`src/rtl/stepper_motor.sv`:
```
// Two-phase stepper sequencer: divides clk_in down to a step rate and walks a
// Gray-coded coil pattern forward or backward depending on a synchronized direction switch.
module stepper_motor #(
  parameter int STEP_DIV = 1,
  parameter int CNT_W    = 24
) (
  input  logic       clk_in,
  input  logic       reset,
  input  logic       Direction,
  output logic [1:0] LED
);

  localparam logic [CNT_W-1:0] TICK_AT = CNT_W'(STEP_DIV - 1);

  logic [CNT_W-1:0] div_cnt;
  logic             dir_s1;
  logic             dir_s;
  logic [1:0]       phase;
  logic [1:0]       phase_nxt;
  logic             step_tick;

  assign step_tick = (div_cnt == TICK_AT);
  assign phase_nxt = dir_s ? (phase + 2'd1) : (phase - 2'd1);

  // LED is loaded with the Gray code of the phase being entered, so it moves on the tick edge itself.
  always_ff @(posedge clk_in) begin
    if (reset) begin
      div_cnt <= '0;
      dir_s1  <= 1'b0;
      dir_s   <= 1'b0;
      phase   <= 2'd0;
      LED     <= 2'b00;
    end else begin
      dir_s1 <= Direction;
      dir_s  <= dir_s1;
      if (step_tick) begin
        div_cnt <= '0;
        phase   <= phase_nxt;
        LED     <= phase_nxt ^ {1'b0, phase_nxt[1]};
      end else begin
        div_cnt <= div_cnt + CNT_W'(1);
      end
    end
  end

endmodule

```
`config.mk`:
```
export PLATFORM = sky130hd
export DESIGN_NAME = stepper_motor
export DESIGN_NICKNAME = d
export VERILOG_FILES = /design/src/rtl/stepper_motor.sv
export SDC_FILE = /design/constraint.sdc
export NUM_CORES = 1
export LEC_CHECK = 0
export BUFFER_PORTS_ARGS = -buffer_cell sky130_fd_sc_hd__buf_2
export CAP_MARGIN = 20
export CORE_MARGIN = 2
export CORE_UTILIZATION = 60
export CTS_BUF_LIST = sky130_fd_sc_hd__clkbuf_8
export CTS_CLUSTER_SIZE = 30
export DETAILED_ROUTE_END_ITERATION = 16
export PLACE_DENSITY = 0.84
export RECOVER_POWER = 25
export SYNTH_ARGS = -nofsm -noshare
export SYNTH_HDL_FRONTEND = slang
export SYNTH_SLANG_ARGS = --single-unit
```
`constraint.sdc`:
```
create_clock -name clk_in -period 6.05 [get_ports clk_in]
set_clock_uncertainty 0.05 [all_clocks]
set_input_delay 0.3025 -clock clk_in [delete_from_list [all_inputs] [get_ports clk_in]]
set_output_delay 0.3025 -clock clk_in [all_outputs]
set_load 0.02 [all_outputs]
```
==> impl_results.md <==
- Worst vdd ir: approximately 0.00019 V
- Core outline area: 2020 sq um
- Hpwl dp: 1.78 mm
- DRC: 0
- Pwr Density: 251 nW/um^2
- CP Capture Type: flop
- Clock share of power: 42.1%
- Worst-Skew Late Latency: 0.28 ns
- CTS tree: yes
- Grt total ovfl: 0
- Die Area: 2580 sq um
- 1st-pass router iterations: 4
- Global-route wire length before repair: 4.46 mm
- Total of max-cap violations: 0
- Final ANT Viol Nets: 0
- H-tree Lvls: 2
- Switching Fraction: between 20% and 30%
- Final TNS setup: 0 ns
- CP Data Required Time: 6.20 ns
- Total power: 0.000355 W
- Finished Layout Cells: 185
- Slew Viols, Final: 0
- # resized after CTS: 0
- Final wirelength: 2.57 mm
- Largest net degree at the start of global routing: 24
- Core Util, Final: 70.0%
- Routability Congestion: 0.876
- Synthesized area: 1310 sq um
- Internal Power: 0.000275 W
- Yosys top cell area share: 44.2%
- Tmin final: 2.25 ns
- Ratio of cells with drive above 1 in the final layout: 5.70%
- Setup CP Type: reg -> reg
- LEAKAGE: 0.432 nW
- Die H: 50.8 um
- WP buf/inv: 0
- Most common flop cell mapped by yosys: dfxtp_1
- Initial antenna violation count: 0
- Setup-failing EPs final: 0
- CTS Buf Count: 5
- Input/output buffers: 4
- Total number of vias: 1,095
- Post-route clock period utilization: 37.2%
- Sink Count: 29
- Antenna diodes: 0
- # IOs: 5
- Yosys reg bits: 29
- EDFF count, synth: 0
- Die width: 50.8 um
- Syn. warnings: 0
- DP Cell Count: ~180
- CP max stage delay: 0.72 ns
- CP delay by family, top: simple AND/OR/NAND/NOR gates
- Post-CTS setup buffers: 0
- Worst-path clk slew: 0.06 ns
- Most numerous cell in the Yosys netlist: dfxtp_1
- Critical-path top delay cell: or4_1
- Post-synth top area cell: dfxtp_1
- Combinational cell fraction of total power: 2.7%
- Final hold viol count: 0
- Startpoint types: flop
- CTS root buf: clkbuf_8
- Area Overhead vs Synth: 7.82%
- Core Rows: 16
- Fmax: 444 MHz
- Synth cell count leaders: dfxtp_1 (29), nor2_1 (19), xnor2_1 (13)
- CP arrival: 2.40 ns
- Vias in the first global route: 1,042
- Status: completed
- Post-DR wirelength/cell: 13.9 um
- Crit Path Max Fanout: 7
- Measured slew at the worst slew-check pin: 0.702 ns
- DR iter-0 viols: 16
- Syn_area_per_cell: 8.63 sq um
- Total nets after synthesis: 157
- Critical-path cell list: ha_1 -> nand3_1 -> or4_1 -> or3_1 -> a21oi_1
- CTS Hold Bufs: 0
- Starting density of the core: 64.9%
- Hold crit path type: in -> reg
- Cell count after synthesis: 152
- Synth unique cells: 28
- Total Nets Final: 162
- All-Layer GR Usage: 24.1%
- RSZ-0062 raised after global routing: no
- Leading post-synthesis cells by cell area: dfxtp_1 (44%), xnor2_1 (8.7%), nor2_1 (5.4%)
- Clock Path Buffers: 2
- Flop pwr share: 55.2%
- Register area share after synthesis: 44.2%
- Max transition margin: between 50% and 60%
- Hold_ws: 0.184 ns
- Via/cell ratio: 5.92
- Synth async-reset ratio: 0%
- Net Switching: roughly 0.000079 W
-- sequential cells by signal, indices dropped and copies added (netlist names) --
signal   cells
div_cnt     24
LED          2
dir_s        1
dir_s1       1
phase        1
-- cell type report --
| type | count | area (sq um) |
|---|---|---|
| fillers | 161 | 607 |
| clock buffers | 5 | 68.8 |
| flip-flops and latches | 29 | 581 |
| inverters | 7 | 26.3 |
| repair buffers | 4 | 16.3 |
| clock inverters | 3 | 13.8 |
| multi-input cells | 110 | 676 |
| well taps | 27 | 33.8 |
-- layout by cell type, fill, tap and decap left out, types with 7 or more instances in the layout --
cell / synthesis / layout
or3_1: 8 / 8
nand3_1: 7 / 7
a21oi_1: 10 / 10
nand4_1: 7 / 7
xnor2_1: 13 / 13
o21ai_0: 9 / 9
dfxtp_1: 29 / 29
nor4_1: 7 / 7
inv_1: 7 / 8
nor2_1: 19 / 19
-- metrics by stage --
stage | setup WS (ns) | instance area (sq um)
after global placement | 3.90 | 1340
after CTS | 3.80 | 1420
after global routing | 3.65 | 1420
after floorplan | 4.09 | 1310
after detailed placement | 3.83 | 1340
final | 3.80 | 1420
-- power groups by stage --
stage	combinational (W)	clock, W	sequential [W]
after floorplan	0.00000674	0	0.000200
after global placement	0.00000950	0	0.000200
after detailed placement	0.00000991	0	0.000200
after CTS	0.0000101	0.000152	0.000196
after global routing	0.0000102	0.000163	0.000196
final	0.00000968	0.000149	0.000196
-- kinds of logic (layout without fill, tap and decap cells) --
logic type / after synthesis / after routing / share of synthesized area (%)
simple gates: 70 / 70 / 29.7
buf+inv: 13 / 19 / 4.29
xor+xnor: 17 / 17 / 11.3
fa+ha+maj: 2 / 2 / 1.91
compound gates: 21 / 21 / 8.48
flops: 29 / 29 / 44.2
-- per-layer routing --
| layer | vias to the layer above | GRT usage, % | share of wire [%] |
|---|---|---|---|
| li1 | 545 | - | - |
| met1 | 527 | 27.6 | 46 |
| met2 | 15 | 38.8 | 49 |
| met3 | 8 | 8.04 | 3.2 |
| met4 | 0 | 14.4 | 2.5 |
| met5 | - | 0 | 0 |
-- path summary, 6_finish.rpt --
check | start | endpoint | slack (ns) | depth (start not counted)
max | div_cnt[0] | div_cnt[20] | 3.80 | 5
min | Direction | dir_s1 | 0.18 | 2
max reg2reg | div_cnt[0] | div_cnt[20] | 3.80 | 5
min reg2reg | dir_s1 | dir_s | 0.41 | 1
(Power assumes the default switching activity.)
